### config.mk
export PLATFORM = sky130hd
export DESIGN_NAME = ysyx_axi_default_slave
export DESIGN_NICKNAME = d
export VERILOG_FILES = /design/src/rtl/ysyx_axi_pkg.sv /design/src/rtl/ysyx_axi_default_slave.sv
export SDC_FILE = /design/constraint.sdc
export NUM_CORES = 1
export LEC_CHECK = 0
export ABC_AREA = 1
export CAP_MARGIN = 20
export CORE_AREA = 2 2 119 121
export CTS_CLUSTER_SIZE = 28
export DETAILED_ROUTE_END_ITERATION = 8
export DIE_AREA = 0 0 121 123
export HOLD_SLACK_MARGIN = 0.12
export PLACE_DENSITY = 0.73
export REMOVE_ABC_BUFFERS = 1
export SYNTH_ARGS = -nofsm -noshare
export SYNTH_HDL_FRONTEND = slang
export SYNTH_SLANG_ARGS = --single-unit
### constraint.sdc
create_clock -name clock -period 7.74 [get_ports clock]
set_clock_uncertainty 0.05 [all_clocks]
set_input_delay 1.935 -clock clock [delete_from_list [all_inputs] [get_ports clock]]
set_output_delay 1.935 -clock clock [all_outputs]
set_load 0.1 [all_outputs]
### src/rtl/ysyx_axi_pkg.sv
// ysyx_axi_pkg
// Shared definitions for the AXI4 default slave:
//   - AXI response codes
//   - read / write FSM state encodings
//   - AXI4 burst-length field width
package ysyx_axi_pkg;

  localparam logic [1:0] AXI_RESP_OKAY   = 2'b00;
  localparam logic [1:0] AXI_RESP_EXOKAY = 2'b01;
  localparam logic [1:0] AXI_RESP_SLVERR = 2'b10;
  localparam logic [1:0] AXI_RESP_DECERR = 2'b11;

  // Width of the AXI4 AxLEN field (bursts of 1..256 beats)
  localparam int AXI_LEN_W = 8;

  typedef enum logic {
    R_IDLE = 1'b0,
    R_DATA = 1'b1
  } r_state_e;

  typedef enum logic [1:0] {
    W_IDLE = 2'b00,
    W_DATA = 2'b01,
    W_RESP = 2'b10
  } w_state_e;

endpackage

### src/rtl/ysyx_axi_default_slave.sv
// ysyx_axi_default_slave
// AXI4 default slave: accepts every request on the SoC slave port, echoes the
// ID and answers every beat with RESP_CODE so that no master access can hang.
// Every accepted address handshake is counted (saturating) and the address is
// logged for software diagnosis.
//
// Ports
//   clock, reset            : clock (rising edge), synchronous active-high reset
//   io_slave_ar*            : AXI4 read-address channel (arready is an output)
//   io_slave_r*             : AXI4 read-data channel (rready is an input)
//   io_slave_aw*            : AXI4 write-address channel (awready is an output)
//   io_slave_w*             : AXI4 write-data channel (wready is an output)
//   io_slave_b*             : AXI4 write-response channel (bready is an input)
//   err_count               : saturating count of AR + AW handshakes
//   err_addr                : address of the most recent handshake (AW wins ties)
//   err_pulse               : one-cycle pulse the cycle after any handshake
//
// CNT_W must be at least 2 so a dual handshake (+2) is representable.
module ysyx_axi_default_slave
  import ysyx_axi_pkg::*;
#(
  parameter int          ADDR_W     = 32,
  parameter int          DATA_W     = 64,
  parameter int          ID_W       = 4,
  parameter logic [1:0]  RESP_CODE  = AXI_RESP_DECERR,
  parameter logic [63:0] RDATA_FILL = 64'd0,
  parameter int          CNT_W      = 16
) (
  input  logic                  clock,
  input  logic                  reset,
  // read address
  input  logic                  io_slave_arvalid,
  output logic                  io_slave_arready,
  input  logic [ADDR_W-1:0]     io_slave_araddr,
  input  logic [ID_W-1:0]       io_slave_arid,
  input  logic [7:0]            io_slave_arlen,
  input  logic [2:0]            io_slave_arsize,
  input  logic [1:0]            io_slave_arburst,
  // read data
  output logic                  io_slave_rvalid,
  input  logic                  io_slave_rready,
  output logic [1:0]            io_slave_rresp,
  output logic [DATA_W-1:0]     io_slave_rdata,
  output logic                  io_slave_rlast,
  output logic [ID_W-1:0]       io_slave_rid,
  // write address
  input  logic                  io_slave_awvalid,
  output logic                  io_slave_awready,
  input  logic [ADDR_W-1:0]     io_slave_awaddr,
  input  logic [ID_W-1:0]       io_slave_awid,
  input  logic [7:0]            io_slave_awlen,
  input  logic [2:0]            io_slave_awsize,
  input  logic [1:0]            io_slave_awburst,
  // write data
  input  logic                  io_slave_wvalid,
  output logic                  io_slave_wready,
  input  logic [DATA_W-1:0]     io_slave_wdata,
  input  logic [DATA_W/8-1:0]   io_slave_wstrb,
  input  logic                  io_slave_wlast,
  // write response
  output logic                  io_slave_bvalid,
  input  logic                  io_slave_bready,
  output logic [1:0]            io_slave_bresp,
  output logic [ID_W-1:0]       io_slave_bid,
  // error log
  output logic [CNT_W-1:0]      err_count,
  output logic [ADDR_W-1:0]     err_addr,
  output logic                  err_pulse
);

  // Replicate the 64-bit fill pattern across DATA_W (truncates when narrower)
  function automatic logic [DATA_W-1:0] fill_data(input logic [63:0] pat);
    logic [DATA_W-1:0] f;
    f = {DATA_W{1'b0}};
    for (int i = 0; i < DATA_W; i++) begin
      f[i] = pat[i % 64];
    end
    return f;
  endfunction

  localparam logic [DATA_W-1:0] FILL_WORD = fill_data(RDATA_FILL);

  // Payload fields and burst attributes this slave never looks at
  logic unused_inputs_s;
  assign unused_inputs_s = ^{io_slave_arsize, io_slave_arburst, io_slave_awlen,
                             io_slave_awsize, io_slave_awburst, io_slave_wdata,
                             io_slave_wstrb};

  // ---------------------------------------------------------------- state
  r_state_e               r_state_q, r_state_d;
  logic [AXI_LEN_W-1:0]   r_cnt_q,   r_cnt_d;
  logic [ID_W-1:0]        r_id_q,    r_id_d;
  logic [DATA_W-1:0]      rdata_q,   rdata_d;
  logic [1:0]             rresp_q,   rresp_d;

  w_state_e               w_state_q, w_state_d;
  logic [ID_W-1:0]        b_id_q,    b_id_d;
  logic [1:0]             bresp_q,   bresp_d;

  logic [CNT_W-1:0]       err_count_q, err_count_d;
  logic [ADDR_W-1:0]      err_addr_q,  err_addr_d;
  logic                   err_pulse_q, err_pulse_d;

  // Handshake decodes; ready terms come from state only
  logic ar_hs_s, r_hs_s, r_last_s, aw_hs_s, w_last_hs_s, b_hs_s;
  assign ar_hs_s     = io_slave_arvalid & (r_state_q == R_IDLE);
  assign r_hs_s      = io_slave_rready  & (r_state_q == R_DATA);
  assign r_last_s    = (r_cnt_q == {AXI_LEN_W{1'b0}});
  assign aw_hs_s     = io_slave_awvalid & (w_state_q == W_IDLE);
  assign w_last_hs_s = io_slave_wvalid & io_slave_wlast & (w_state_q == W_DATA);
  assign b_hs_s      = io_slave_bready  & (w_state_q == W_RESP);

  // State and datapath registers, synchronous reset clears everything
  always_ff @(posedge clock) begin
    if (reset) begin
      r_state_q   <= R_IDLE;
      r_cnt_q     <= {AXI_LEN_W{1'b0}};
      r_id_q      <= {ID_W{1'b0}};
      rdata_q     <= {DATA_W{1'b0}};
      rresp_q     <= 2'b00;
      w_state_q   <= W_IDLE;
      b_id_q      <= {ID_W{1'b0}};
      bresp_q     <= 2'b00;
      err_count_q <= {CNT_W{1'b0}};
      err_addr_q  <= {ADDR_W{1'b0}};
      err_pulse_q <= 1'b0;
    end else begin
      r_state_q   <= r_state_d;
      r_cnt_q     <= r_cnt_d;
      r_id_q      <= r_id_d;
      rdata_q     <= rdata_d;
      rresp_q     <= rresp_d;
      w_state_q   <= w_state_d;
      b_id_q      <= b_id_d;
      bresp_q     <= bresp_d;
      err_count_q <= err_count_d;
      err_addr_q  <= err_addr_d;
      err_pulse_q <= err_pulse_d;
    end
  end

  // ------------------------------------------------------------- read FSM
  // Read next-state: one AR, then arlen+1 beats until the rlast handshake
  always_comb begin
    r_state_d = r_state_q;
    case (r_state_q)
      R_IDLE: begin
        if (ar_hs_s) r_state_d = R_DATA;
        else         r_state_d = R_IDLE;
      end
      R_DATA: begin
        if (r_hs_s && r_last_s) r_state_d = R_IDLE;
        else                    r_state_d = R_DATA;
      end
      default: r_state_d = R_IDLE;
    endcase
  end

  // Read payload: latched at AR so it stays stable while rvalid is stalled
  always_comb begin
    r_cnt_d = r_cnt_q;
    r_id_d  = r_id_q;
    rdata_d = rdata_q;
    rresp_d = rresp_q;
    if (ar_hs_s) begin
      r_cnt_d = io_slave_arlen;
      r_id_d  = io_slave_arid;
      rdata_d = FILL_WORD;
      rresp_d = RESP_CODE;
    end else if (r_hs_s && !r_last_s) begin
      r_cnt_d = r_cnt_q - {{(AXI_LEN_W-1){1'b0}}, 1'b1};
    end else begin
      r_cnt_d = r_cnt_q;
    end
  end

  // Read outputs decoded from state
  always_comb begin
    io_slave_arready = 1'b0;
    io_slave_rvalid  = 1'b0;
    io_slave_rlast   = 1'b0;
    case (r_state_q)
      R_IDLE: begin
        io_slave_arready = 1'b1;
      end
      R_DATA: begin
        io_slave_rvalid = 1'b1;
        io_slave_rlast  = r_last_s;
      end
      default: begin
        io_slave_arready = 1'b0;
      end
    endcase
  end

  // ------------------------------------------------------------ write FSM
  // Write next-state: AW first, W beats until wlast, then a single B
  always_comb begin
    w_state_d = w_state_q;
    case (w_state_q)
      W_IDLE: begin
        if (aw_hs_s) w_state_d = W_DATA;
        else         w_state_d = W_IDLE;
      end
      W_DATA: begin
        if (w_last_hs_s) w_state_d = W_RESP;
        else             w_state_d = W_DATA;
      end
      W_RESP: begin
        if (b_hs_s) w_state_d = W_IDLE;
        else        w_state_d = W_RESP;
      end
      default: w_state_d = W_IDLE;
    endcase
  end

  // Write response payload latched at AW
  always_comb begin
    b_id_d  = b_id_q;
    bresp_d = bresp_q;
    if (aw_hs_s) begin
      b_id_d  = io_slave_awid;
      bresp_d = RESP_CODE;
    end else begin
      b_id_d  = b_id_q;
      bresp_d = bresp_q;
    end
  end

  // Write outputs decoded from state; wready stays low until AW is taken
  always_comb begin
    io_slave_awready = 1'b0;
    io_slave_wready  = 1'b0;
    io_slave_bvalid  = 1'b0;
    case (w_state_q)
      W_IDLE:  io_slave_awready = 1'b1;
      W_DATA:  io_slave_wready  = 1'b1;
      W_RESP:  io_slave_bvalid  = 1'b1;
      default: io_slave_awready = 1'b0;
    endcase
  end

  // ------------------------------------------------------------ error log
  logic [1:0]     inc_s;
  logic [CNT_W:0] sum_s;
  assign inc_s = {1'b0, ar_hs_s} + {1'b0, aw_hs_s};
  assign sum_s = {1'b0, err_count_q} + {{(CNT_W-1){1'b0}}, inc_s};

  // Saturating counter (extra carry bit detects overflow); AW address wins ties
  always_comb begin
    err_count_d = err_count_q;
    err_addr_d  = err_addr_q;
    err_pulse_d = ar_hs_s | aw_hs_s;
    if (sum_s[CNT_W]) err_count_d = {CNT_W{1'b1}};
    else              err_count_d = sum_s[CNT_W-1:0];
    if (aw_hs_s)      err_addr_d = io_slave_awaddr;
    else if (ar_hs_s) err_addr_d = io_slave_araddr;
    else              err_addr_d = err_addr_q;
  end

  assign io_slave_rid   = r_id_q;
  assign io_slave_rdata = rdata_q;
  assign io_slave_rresp = rresp_q;
  assign io_slave_bid   = b_id_q;
  assign io_slave_bresp = bresp_q;
  assign err_count      = err_count_q;
  assign err_addr       = err_addr_q;
  assign err_pulse      = err_pulse_q;

endmodule

# Yosys cells after proc, flatten, opt, wreduce, memory -nomap -nowiden
# Index checks and enable logic that the tools add are counted.
# op_classes
add_sub_neg,3
eq_ne,2
mux,18
bitwise_logic,8
reduce_logical,7
# op_table
operator,n
$mux W32,2
$add A16 B2 Y17,1
$mux W16,1
$mux W8,2
$mux W1,9
$logic_not A8 Y1,1
$sub A8 B1 Y8 const B,1
$and A1 B1 Y1,6
$pmux W2 S3,1
$mux W2,2
$reduce_bool A2 Y1,2
$add A1 B1 Y2,1
$eq A2 B1 Y1 const B,1
$eq A2 B2 Y1 const B,1
$logic_and A1 B1 Y1,2
$logic_not A2 Y1,1
$pmux W1 S2,1
$logic_not A1 Y1,1
$not A1 Y1,1
$or A1 B1 Y1,1
# word_totals
regBits,70
in_bits,178
output_inout_bits,131
wordCells,48

# Depth between registers and ports, before layout
# Gate-level depths: netlist (run 1).
# depth
word_depth,5
depth_mapped,16

# Worst setup path before layout (run 1)
# No wires, ideal clock.
# synth_path
path_type,reg-to-output
from,register r_state_q
to,output io_slave_rlast
t_arrival_ps,3154
slack_ps,2601
path_stages_with_launch,3
path_cell_list,dfxtp_1 -> inv_1 -> nor2_1
# synth_between
elab_chain_len,1
# synth_rtl
element,line_no,rtl
from (decl),ysyx_axi_default_slave.sv:90,"r_state_e r_state_q, r_state_d;"
from (signal assigned),ysyx_axi_default_slave.sv:128,r_state_q <= r_state_d;
$mux W1,ysyx_axi_default_slave.sv:182,case (r_state_q)
to (decl),ysyx_axi_default_slave.sv:44,"output logic io_slave_rlast,"
# No other way between the ends.

# Worst setup path after layout (run 1)
# layout_path
from,register r_cnt_q[0]
to,output io_slave_rlast
# layout_between
elab_chain_len,2
# layout_rtl
element,line_no,rtl
from (decl),ysyx_axi_default_slave.sv:91,"logic [AXI_LEN_W-1:0] r_cnt_q, r_cnt_d;"
from (signal assigned),ysyx_axi_default_slave.sv:117,r_cnt_q <= {AXI_LEN_W{1'b0}};
from (signal assigned),ysyx_axi_default_slave.sv:129,r_cnt_q <= r_cnt_d;
$logic_not A8 Y1,ysyx_axi_default_slave.sv:108,assign r_last_s = (r_cnt_q == {AXI_LEN_W{1'b0}});
$mux W1,ysyx_axi_default_slave.sv:182,
# No other way between the ends.

==> results of run 1 <==
==> power breakdown <==
| group | internal (mW) | switching, mW | total [mW] |
|---|---|---|---|
| Clock | 0.241 | 0.154 | 0.395 |
| Combinational | 0.121 | 0.431 | 0.552 |
| Sequential | 0.392 | 0.0189 | 0.410 |
| Total | 0.753 | 0.604 | 1.36 |
==> state kept, by name, summed over array words and instances (netlist names) <==
name            count
err_pulse           1
err_addr           32
io_slave_rid        4
io_slave_bid        4
io_slave_bresp      1
r_cnt_q             8
err_count          16
w_state_q           2
r_state_q           1
io_slave_rresp      1
==> logic make-up after synthesis <==
logic type	Yosys count
simple gates	219
buf+inv	130
compound gates	102
flops	70
xor+xnor	7
fa+ha+maj	4
other cells	1
==> routing by layer <==
metal | vias up | wire [µm] | GRT usage [%]
li1 | 1884 | - | -
met1 | 1640 | 4260 | 15.5
met2 | 151 | 4620 | 21.7
met3 | 13 | 929 | 5.07
met4 | 0 | 204 | 6.98
met5 | - | 0 | 0
==> placed cells by master, fill, tap and decap left out, drive strengths merged <==
master and n:
nand3 27, clkdlybuf4s50 154, dfxtp 70, nand4 4, a31oi 33, nor3 7
ha 4, inv 40, or2 2, xor2 5, conb 64, nor2 53
xnor2 2, nand2 125, nor3b 1, o21ai 53, buf 4, clkbuf 12
a21oi 16, clkinv 4
==> how the worst max path moves through the flow <==
stage	depth (start not counted)	start	endpoint	slack (ns)
detailed placement	14	io_slave_awvalid	err_count[7]	2.90
global placement	14	io_slave_awvalid	err_count[11]	2.95
CTS	7	r_cnt_q[0]	io_slave_rlast	3.23
floorplan	2	r_state_q	io_slave_rlast	2.60
finish	7	r_cnt_q[0]	io_slave_rlast	3.27
global route	7	r_cnt_q[0]	io_slave_rlast	3.13
==> worst max-delay path, delay by kind of cell, from the launching register on <==
| kind | cells | cell delay (ns) |
|---|---|---|
| DFF | 1 | 0.32 |
| buffers and inverters | 2 | 1.25 |
| adders and majority gates | 1 | 0.16 |
| and+or+nand+nor | 4 | 0.42 |
==> final cells by class <==
| class | instances | area share (%) |
|---|---|---|
| Inverter | 40 | 2.73 |
| Clock buffer | 12 | 4.85 |
| Clock inverter | 4 | 0.365 |
| Multi-Input combinational cell | 396 | 33.8 |
| Timing Repair Buffer | 158 | 28.6 |
| Tap cell | 180 | 4.10 |
| Sequential cell | 70 | 25.5 |
==> through the flow <==
stage / worst slack, ns / power (mW) / cells
2_1_floorplan: 2.60 / 0.841 / 506
3_3_place_gp: 2.95 / 0.969 / 844
3_5_place_dp: 2.90 / 0.972 / 844
4_1_cts: 3.23 / 1.38 / 860
5_1_grt: 3.13 / 1.42 / 860
6_report: 3.27 / 1.36 / 860
==> cell usage after synthesis <==
| cell type | n |
|---|---|
| a21oi_1 | 16 |
| a31oi_1 | 33 |
| buf_2 | 7 |
| buf_4 | 68 |
| clkbuf_1 | 15 |
| conb_1 | 1 |
| dfxtp_1 | 70 |
| ha_1 | 4 |
| inv_1 | 38 |
| inv_2 | 2 |
| nand2_1 | 120 |
| nand2_2 | 5 |
| nand3_1 | 24 |
| nand3_2 | 2 |
| nand3_4 | 1 |
| nand4_1 | 4 |
| nor2_1 | 52 |
| nor2_2 | 1 |
| nor3_1 | 4 |
| nor3_2 | 2 |
| nor3_4 | 1 |
| nor3b_2 | 1 |
| o21ai_0 | 53 |
| or2_0 | 1 |
| or2_2 | 1 |
| xnor2_1 | 2 |
| xor2_1 | 5 |
==> results.md, run 1 <==
* CP endpoint kind: output port
* Crit-path max cell delay at ~1.1 ns
* Hold Crit Class: reg -> reg
* Slew margin rel. at a little under a third
* RSZ-0062 raised after global routing: no
* DP Area at roughly 5200 µm²
* Max Slew Vio Count at 0
* Crit-path cells: inv_1, ha_1, nand2_1, nor2_1, nand2_1, nor2_1, clkdlybuf4s50_1
* Antenna Nets Post-Route at 0
* Final setup TNS at 0 ns
* Synth Area per Inst at between 7 and 8 µm²
* Simple-Gate Fraction of Synth Area at roughly a quarter
* Area fraction in compound gates after synthesis at ~15%
* Initial antenna violation count at 0
* Layout cell share with drive strength beyond 1 at approximately 5.6%
* TritonCTS Buffers at 9
* Post-synthesis sequential area ratio at a little under two fifths
* Vias per cell at 4.29
* First-pass GRT wire length at approximately 16 mm
* Reg2Reg Launch Point: w_state_q[0]
* Crit path time final at between 4 and 5 ns
* Synth warn at 0
* Adder-cell share of the synthesized area at ~1.3%
* Leak at ~2.3 nW
* Largest net degree at the start of global routing at slightly above 70
* Post-DP HPWL at just over 7 mm
* Multi-input logic area at between 1500 and 2000 µm²
* Worst Min Path Start: err_addr[16]
* Post-layout instance area at 5490 µm²
* Final net count at 857
* Core Util, Final at between 40% and 50%
* DRT Pass-1 Iters at 4
* Slowest-stage cell, CP: clkdlybuf4s50_1
* PortBufs at approximately 150
* Largest family of logic cells by synthesized area: simple AND/OR/NAND/NOR gates
* Routability congestion estimate at 0.843
* Syn Std Cell Area at ~3800 µm²
* Flop-to-flop setup slack at between 4 and 5 ns
* Cell taking the most area after synthesis: dfxtp_1
* Final period util at 57.8%
* Die width at about 120 µm
* Clock root cell: clkbuf_16
* Post-route DRC violation count at 0
* Critical Path RT at roughly 5.8 ns
* RR Endpoint: err_count[7]
* Die Footprint at 14900 µm²
* Die height at 123 µm
* Mux share of post-synthesis cell area at 0%
* Clk_lat worst skew at ~0.33 ns
* Worst endpoint data arrival time at about 2.5 ns
* Synth unique cells at 27
* Synth Area in XOR/XNOR at 1.63%
* Tightest Pin Transition at 1.02 ns
* Via count at between 3000 and 4000
* Max-cap violation count at 0
* FMAX at about 220 MHz
* Worst setup SP type: flip-flop
* Initial core utilization at 27.7%
* Cts repair resizes at 0
* Average wire per standard cell at 11.6 µm
* CP max FO at 4
* WHS at around 0.43 ns
* Core area at 13600 µm²
* Final hold vios at 0
* Top cells by area, synth: dfxtp_1, buf_4, nand2_1
* #FFs+latches synth at 70
* Row count at 43
* Power Density at ~250 nW/µm²
* Clock Path Buffers at 2
* Status: finished clean
* Diodes inserted at 0
* Cells after Synth at 533
* Share of Yosys cell area claimed by the top area cell type at 37.2%
* Worst reg-to-reg path cell count at 14
* Total setup buffers inserted after CTS at 0
* # IOs at 309
* GRT Util Overall at around 13%
* Synthesis-to-layout area growth at 45.7%
* CTS tree: done
* WL final at ~10 mm
* Max VDD drop at approximately 0.00012 V
* Critical path type: reg -> out
* Clock sinks at 70
* Worst-path clk slew at roughly 0.05 ns
* Register Area at approximately 1400 µm²
* Fillers at around 1400
* Hold depth at 2
* Hold Crit Endpoint: err_addr[16]
* Initial DRC Count at roughly 150
* Vias in the first global route at roughly 3300
* H-tree Lvls at 3
* Final setup viols at 0
* Total grt overflow at 0
* Hold buffers post-CTS at 0
(Power assumes the default switching activity.)
==> run 2: changes to the inputs <==
PLACE_DENSITY = 0.76   (was 0.73)
clock period = 3.8 ns   (was 7.74 ns; I/O delays follow)
==> results.md, run 2 (synthesis gave the netlist of run 1 again) <==
* Die height at 123 µm (unchanged)
* H-tree Lvls at 3 (unchanged)
* Worst reg-to-reg path cell count at 14 (unchanged)
* GRT Util Overall at 14.1% (was 13.4%)
* Max VDD drop at 0.000222 V (was 0.000119 V)
* Max Slew Vio Count at 0 (unchanged)
* # placed instances at 846 (was 844)
* Slowest-stage cell, CP: clkdlybuf4s50_1 (unchanged)
* Slew margin rel. at 32.8% (was 31.7%)
* Most common cell on crit path: inv_1
* CP max FO at 6 (was 4)
* DRT Pass-1 Iters at 4 (unchanged)
* Clock Path Buffers at 2 (unchanged)
* Cts repair resizes at 0 (unchanged)
* Kind of cell adding the most delay to the critical path: simple AND/OR/NAND/NOR gates (was buffers and inverters)
* Routability congestion estimate at 0.865 (was 0.843)
* Leak at 2.27 nW (was 2.25 nW)
* Status: finished clean (unchanged)
* Row count at 43 (unchanged)
* Tightest Pin Transition at 1.00 ns (was 1.02 ns)
* CP endpoint kind: flip-flop (was output port)
* Max-cap violation count at 0 (unchanged)
* Final hold vios at 0 (unchanged)
* Crit-path cells: clkdlybuf4s50_1, nand2_2, xor2_1, inv_1, ha_1, inv_1, nand2_2, ha_1, nand3_2, nor3_4, nand3_2, nand3_1, nand2_1, inv_1 (was inv_1, ha_1, nand2_1, nor2_1, nand2_1, nor2_1, clkdlybuf4s50_1)
* Worst setup SP type: input pin (was flip-flop)
* Clock root cell: clkbuf_16 (unchanged)
* Initial DRC Count at 146 (unchanged)
* Vias per cell at 4.28 (was 4.29)
* Critical path type: in -> reg (was reg -> out)
* Commonest non-fill, non-tap cell in the layout: clkdlybuf4s50_1 (unchanged)
* Largest net degree at the start of global routing at 71 (was 72)
* Total setup buffers inserted after CTS at 0 (unchanged)
* Synthesis-to-layout area growth at 45.6% (was 45.7%)
* Via count at 3688 (unchanged)
* Die Footprint at 14900 µm² (unchanged)
* Worst endpoint data arrival time at 3.21 ns (was 2.49 ns)
* Total grt overflow at 0 (unchanged)
* Diodes inserted at 0 (unchanged)
* Core area at 13600 µm² (unchanged)
* Initial core utilization at 27.7% (unchanged)
* Clk_lat worst skew at 0.34 ns (was 0.33 ns)
* Hold depth at 2 (unchanged)
* Crit path buffers/inverters at 4 (was 2)
* Vias in the first global route at 3375 (was 3287)
* Layout cell share with drive strength beyond 1 at 6.89% (was 5.59%)
* WL final at 10.4 mm (was 10.0 mm)
* Core Util, Final at 40.3% (about the same)
* TritonCTS Buffers at 9 (unchanged)
* Initial antenna violation count at 0 (unchanged)
* FMAX at between 300 and 400 MHz
* Hold buffers post-CTS at 0 (unchanged)
* Crit path time final at just under 3 ns
* Final setup viols at 0 (unchanged)
* Clock sinks at 70 (unchanged)
* Final Non-Filler Cells at 862 (was 860)
* Post-DP HPWL at 7.40 mm (was 7.14 mm)
* Crit-path max cell delay at 0.53 ns (was 1.14 ns)
* Average wire per standard cell at 12.1 µm (was 11.6 µm)
* Final period util at 78.3%
* RSZ-0062 raised after global routing: no (unchanged)
* Max reg flops at 32 (unchanged)
* Hold Crit Class: reg -> reg (unchanged)
* CTS tree: done (unchanged)
* Antenna Nets Post-Route at 0 (unchanged)
* Final net count at 859 (was 857)
* Cell depth of the worst setup path at 14 (was 7)
* Fillers at 1403 (was 1414)
* Die width at 121 µm (unchanged)
* Most frequent cells in the layout: clkdlybuf4s50_1, nand2_1, dfxtp_1 (unchanged)
* # IOs at 309 (unchanged)
* First-pass GRT wire length at 16.2 mm (was 15.5 mm)
* Power Density at 505 nW/µm² (was 247 nW/µm²)
* PortBufs at 154 (unchanged)
* Post-route DRC violation count at 0 (unchanged)
* Critical Path RT at 4.03 ns (was 5.76 ns)
* Worst-path clk slew at 0.05 ns (about the same)
run 2: changes by cell type in the layout (fill, tap and decap cells not counted), sizes merged:
cell,change
clkdlybuf4s50,-11
buf,+13
clkbuf,+4
clkinv,-4
run 2: final cells by class:
class	count	area (µm²)	share of cell area [%]
multi-input combinational	396	1860	33.8
timing repair buffer	160	1570	28.6
sequential	70	1400	25.5
clock buffer	16	282	5.13
tap	180	225	4.11
inverter	40	150	2.74
run 2: metal layers:
metal	track usage, %	routed length, µm	up-vias
met4	6.25	241	0
met5	0	0	-
met2	23.4	4950	158
li1	-	-	1891
met1	15.6	4250	1621
met3	6.37	980	18
run 2: through the flow:
step           hold WS, ns  TNS [ns]  instance area, µm²  setup slack [ns]  total power, mW
2_1_floorplan        0.414    -19.66                3400             -1.00             1.71
3_3_place_gp         0.413         0                5200             0.510             1.98
3_5_place_dp         0.420         0                5200             0.477             1.98
4_1_cts              0.431         0                5490             0.829             2.80
5_1_grt              0.445         0                5490             0.675             2.90
6_report             0.428         0                5490             0.826             2.77
run 2: worst paths after layout:
kind,slack [ns],from,end
setup reg to reg,1.52,r_state_q,err_count[7]
hold / removal,0.43,err_addr[7],err_addr[7]
setup / recovery,0.83,io_slave_arvalid,err_count[7]
hold reg to reg,0.43,err_addr[7],err_addr[7]
run 2: worst reg2reg max path, delay by kind of cell (launching register included):
kind	cells	cell delay (ns)
xor+xnor	1	0.14
buf+inv	4	0.28
fa+ha+maj	2	0.42
simple gates	7	1.03
flops	1	0.33
run 2: power by group:
part	internal (mW)	switching, mW
logic	0.246	0.879
registers	0.798	0.0400
clock network	0.497	0.311
total	1.54	1.23
==> run 3: changes to the inputs <==
CORE_AREA = 2 2 120 122   (was 2 2 119 121)
DIE_AREA = 0 0 122 124   (was 0 0 121 123)
PLACE_DENSITY = 0.72   (was 0.76)
clock period = 2.86 ns   (was 3.8 ns; I/O delays follow)
==> results.md, run 3 (synthesis gave the netlist of run 1 again) <==
* Status: finished clean (unchanged)
* PortBufs at 154 (unchanged)
* Via count at 3722 (was 3688)
* FMAX at about 400 MHz
* Final period util at 87.8%
* Clock root cell: clkbuf_16 (unchanged)
* Max VDD drop at 0.000284 V (was 0.000222 V)
* Commonest non-fill, non-tap cell in the layout: nand2_1 (was clkdlybuf4s50_1)
* Total grt overflow at 0 (unchanged)
* Worst endpoint data arrival time at 2.67 ns (was 3.21 ns)
* Average wire per standard cell at 11.8 µm (was 12.1 µm)
* Slowest-stage cell, CP: clkdlybuf4s50_1 (unchanged)
* Final net count at 865 (was 859)
* Core area at 13700 µm² (was 13600 µm²)
* WL final at 10.2 mm (was 10.4 mm)
* Final setup viols at 0 (unchanged)
* CTS tree: done (unchanged)
* H-tree Lvls at 3 (unchanged)
* Die width at 122 µm (was 121 µm)
* Worst setup SP type: input pin (unchanged)
* Largest net degree at the start of global routing at 71 (unchanged)
* Hold buffers post-CTS at 0 (unchanged)
* Fillers at 1428 (was 1403)
* Final hold vios at 0 (unchanged)
* Crit path time final at 2.51 ns
* Multi-input logic area at 1860 µm² (unchanged)
* Hold Crit Class: reg -> reg (unchanged)
* Initial antenna violation count at 0 (unchanged)
* Tightest Pin Transition at 0.622 ns (was 1.00 ns)
* Synthesis-to-layout area growth at 43.2% (was 45.6%)
* Clk_lat worst skew at 0.33 ns (was 0.34 ns)
* Routability congestion estimate at 0.854 (was 0.865)
* CP max FO at 3 (was 6)
* Initial DRC Count at 127 (was 146)
* Leak at 2.40 nW (was 2.27 nW)
* Vias per cell at 4.30 (was 4.28)
* Worst-path clk slew at 0.05 ns (about the same)
* Max-cap violation count at 0 (unchanged)
* Vias in the first global route at 3376 (was 3375)
* Cts repair resizes at 0 (unchanged)
* Slew margin rel. at 58.5% (was 32.8%)
* DRT Pass-1 Iters at 4 (unchanged)
* Critical path type: in -> reg (unchanged)
* Core Util, Final at 39.3% (was 40.3%)
* Post-DP HPWL at 7.36 mm (was 7.40 mm)
* First-pass GRT wire length at 16.2 mm (about the same)
* Die height at 124 µm (was 123 µm)
* Power Density at 676 nW/µm² (was 505 nW/µm²)
* Critical Path RT at 3.02 ns (was 4.03 ns)
* Crit-path max cell delay at 0.49 ns (was 0.53 ns)
* Total setup buffers inserted after CTS at 0 (unchanged)
* Max reg flops at 32 (unchanged)
* Layout cell share with drive strength beyond 1 at 16.0% (was 6.89%)
* Post-route DRC violation count at 0 (unchanged)
* Register Area at 1400 µm² (unchanged)
* Crit-path cells: clkdlybuf4s50_1, nand2_2, xor2_1, inv_1, ha_1, inv_1, nand2_2, ha_1, nand3_2, nor3_4, buf_4, xor2_1, a21oi_1 (was clkdlybuf4s50_1, nand2_2, xor2_1, inv_1, ha_1, inv_1, nand2_2, ha_1, nand3_2, nor3_4, nand3_2, nand3_1, nand2_1, inv_1)
* Die Footprint at 15100 µm² (was 14900 µm²)
* RSZ-0062 raised after global routing: no (unchanged)
* Most frequent cells in the layout: nand2_1, clkdlybuf4s50_1, buf_4 (was clkdlybuf4s50_1, nand2_1, dfxtp_1)
* GRT Util Overall at 13.9% (was 14.1%)
* Initial core utilization at 27.5% (was 27.7%)
* # IOs at 309 (unchanged)
* Antenna Nets Post-Route at 0 (unchanged)
* Row count at 43 (unchanged)
* Clock sinks at 70 (unchanged)
* Max Slew Vio Count at 0 (unchanged)
* Clock Path Buffers at 2 (unchanged)
* Diodes inserted at 0 (unchanged)
* CP endpoint kind: flip-flop (unchanged)
* TritonCTS Buffers at 9 (unchanged)
* WHS at 0.432 ns (was 0.428 ns)
[run 3: cell count changes in the layout (fill, tap and decap cells not counted), sizes merged]
| cell | change |
|---|---|
| clkdlybuf4s50 | -56 |
| buf | +62 |
| clkinv | +1 |
| clkbuf | -3 |
[run 3: worst paths after layout]
check                                     to        startpoint  cells after the start  slack (ns)
worst min-delay path            err_addr[23]      err_addr[23]                      2        0.43
worst min register to register  err_addr[23]      err_addr[23]                      2        0.43
worst max register to register  err_count[8]         r_state_q                     13        0.76
worst max-delay path            err_count[8]  io_slave_arvalid                     13        0.35
[run 3: metal layers]
metal | share of wire [%] | up-vias | global-route usage [%]
met4 | 2.3 | 0 | 6.90
li1 | - | 1897 | -
met5 | 0 | - | 0
met2 | 47 | 161 | 23.2
met3 | 9.0 | 16 | 5.22
met1 | 42 | 1648 | 15.5
[run 3: through the flow]
step / cells / worst slack (ns) / TNS (ns) / power, mW / cell area [µm²]
6_report: 866 / 0.348 / 0 / 3.65 / 5400
5_1_grt: 866 / 0.217 / 0 / 3.81 / 5400
4_1_cts: 866 / 0.386 / 0 / 3.69 / 5400
3_5_place_dp: 852 / 0.0602 / 0 / 2.63 / 5120
3_3_place_gp: 852 / 0.0653 / 0 / 2.62 / 5120
2_1_floorplan: 506 / -1.94 / -82.11 / 2.28 / 3400
[run 3: final cells by class]
type | instances | area share [%]
inverter | 40 | 2.78
tap | 180 | 4.17
clock inverter | 1 | 0.0927
timing repair buffer | 166 | 27.6
sequential | 70 | 26.0
clock buffer | 13 | 5.01
multi-input combinational | 396 | 34.4
[run 3: worst max-delay path, delay by kind of cell]
kind	cells	cell delay, ns
xor+xnor	2	0.35
simple gates	4	0.44
fa+ha+maj	2	0.31
compound gates	1	0.10
buf+inv	4	0.75
[run 3: where the power goes]
part	switching, mW	internal, mW
logic	1.17	0.316
registers	0.0555	1.06
clock network	0.402	0.647
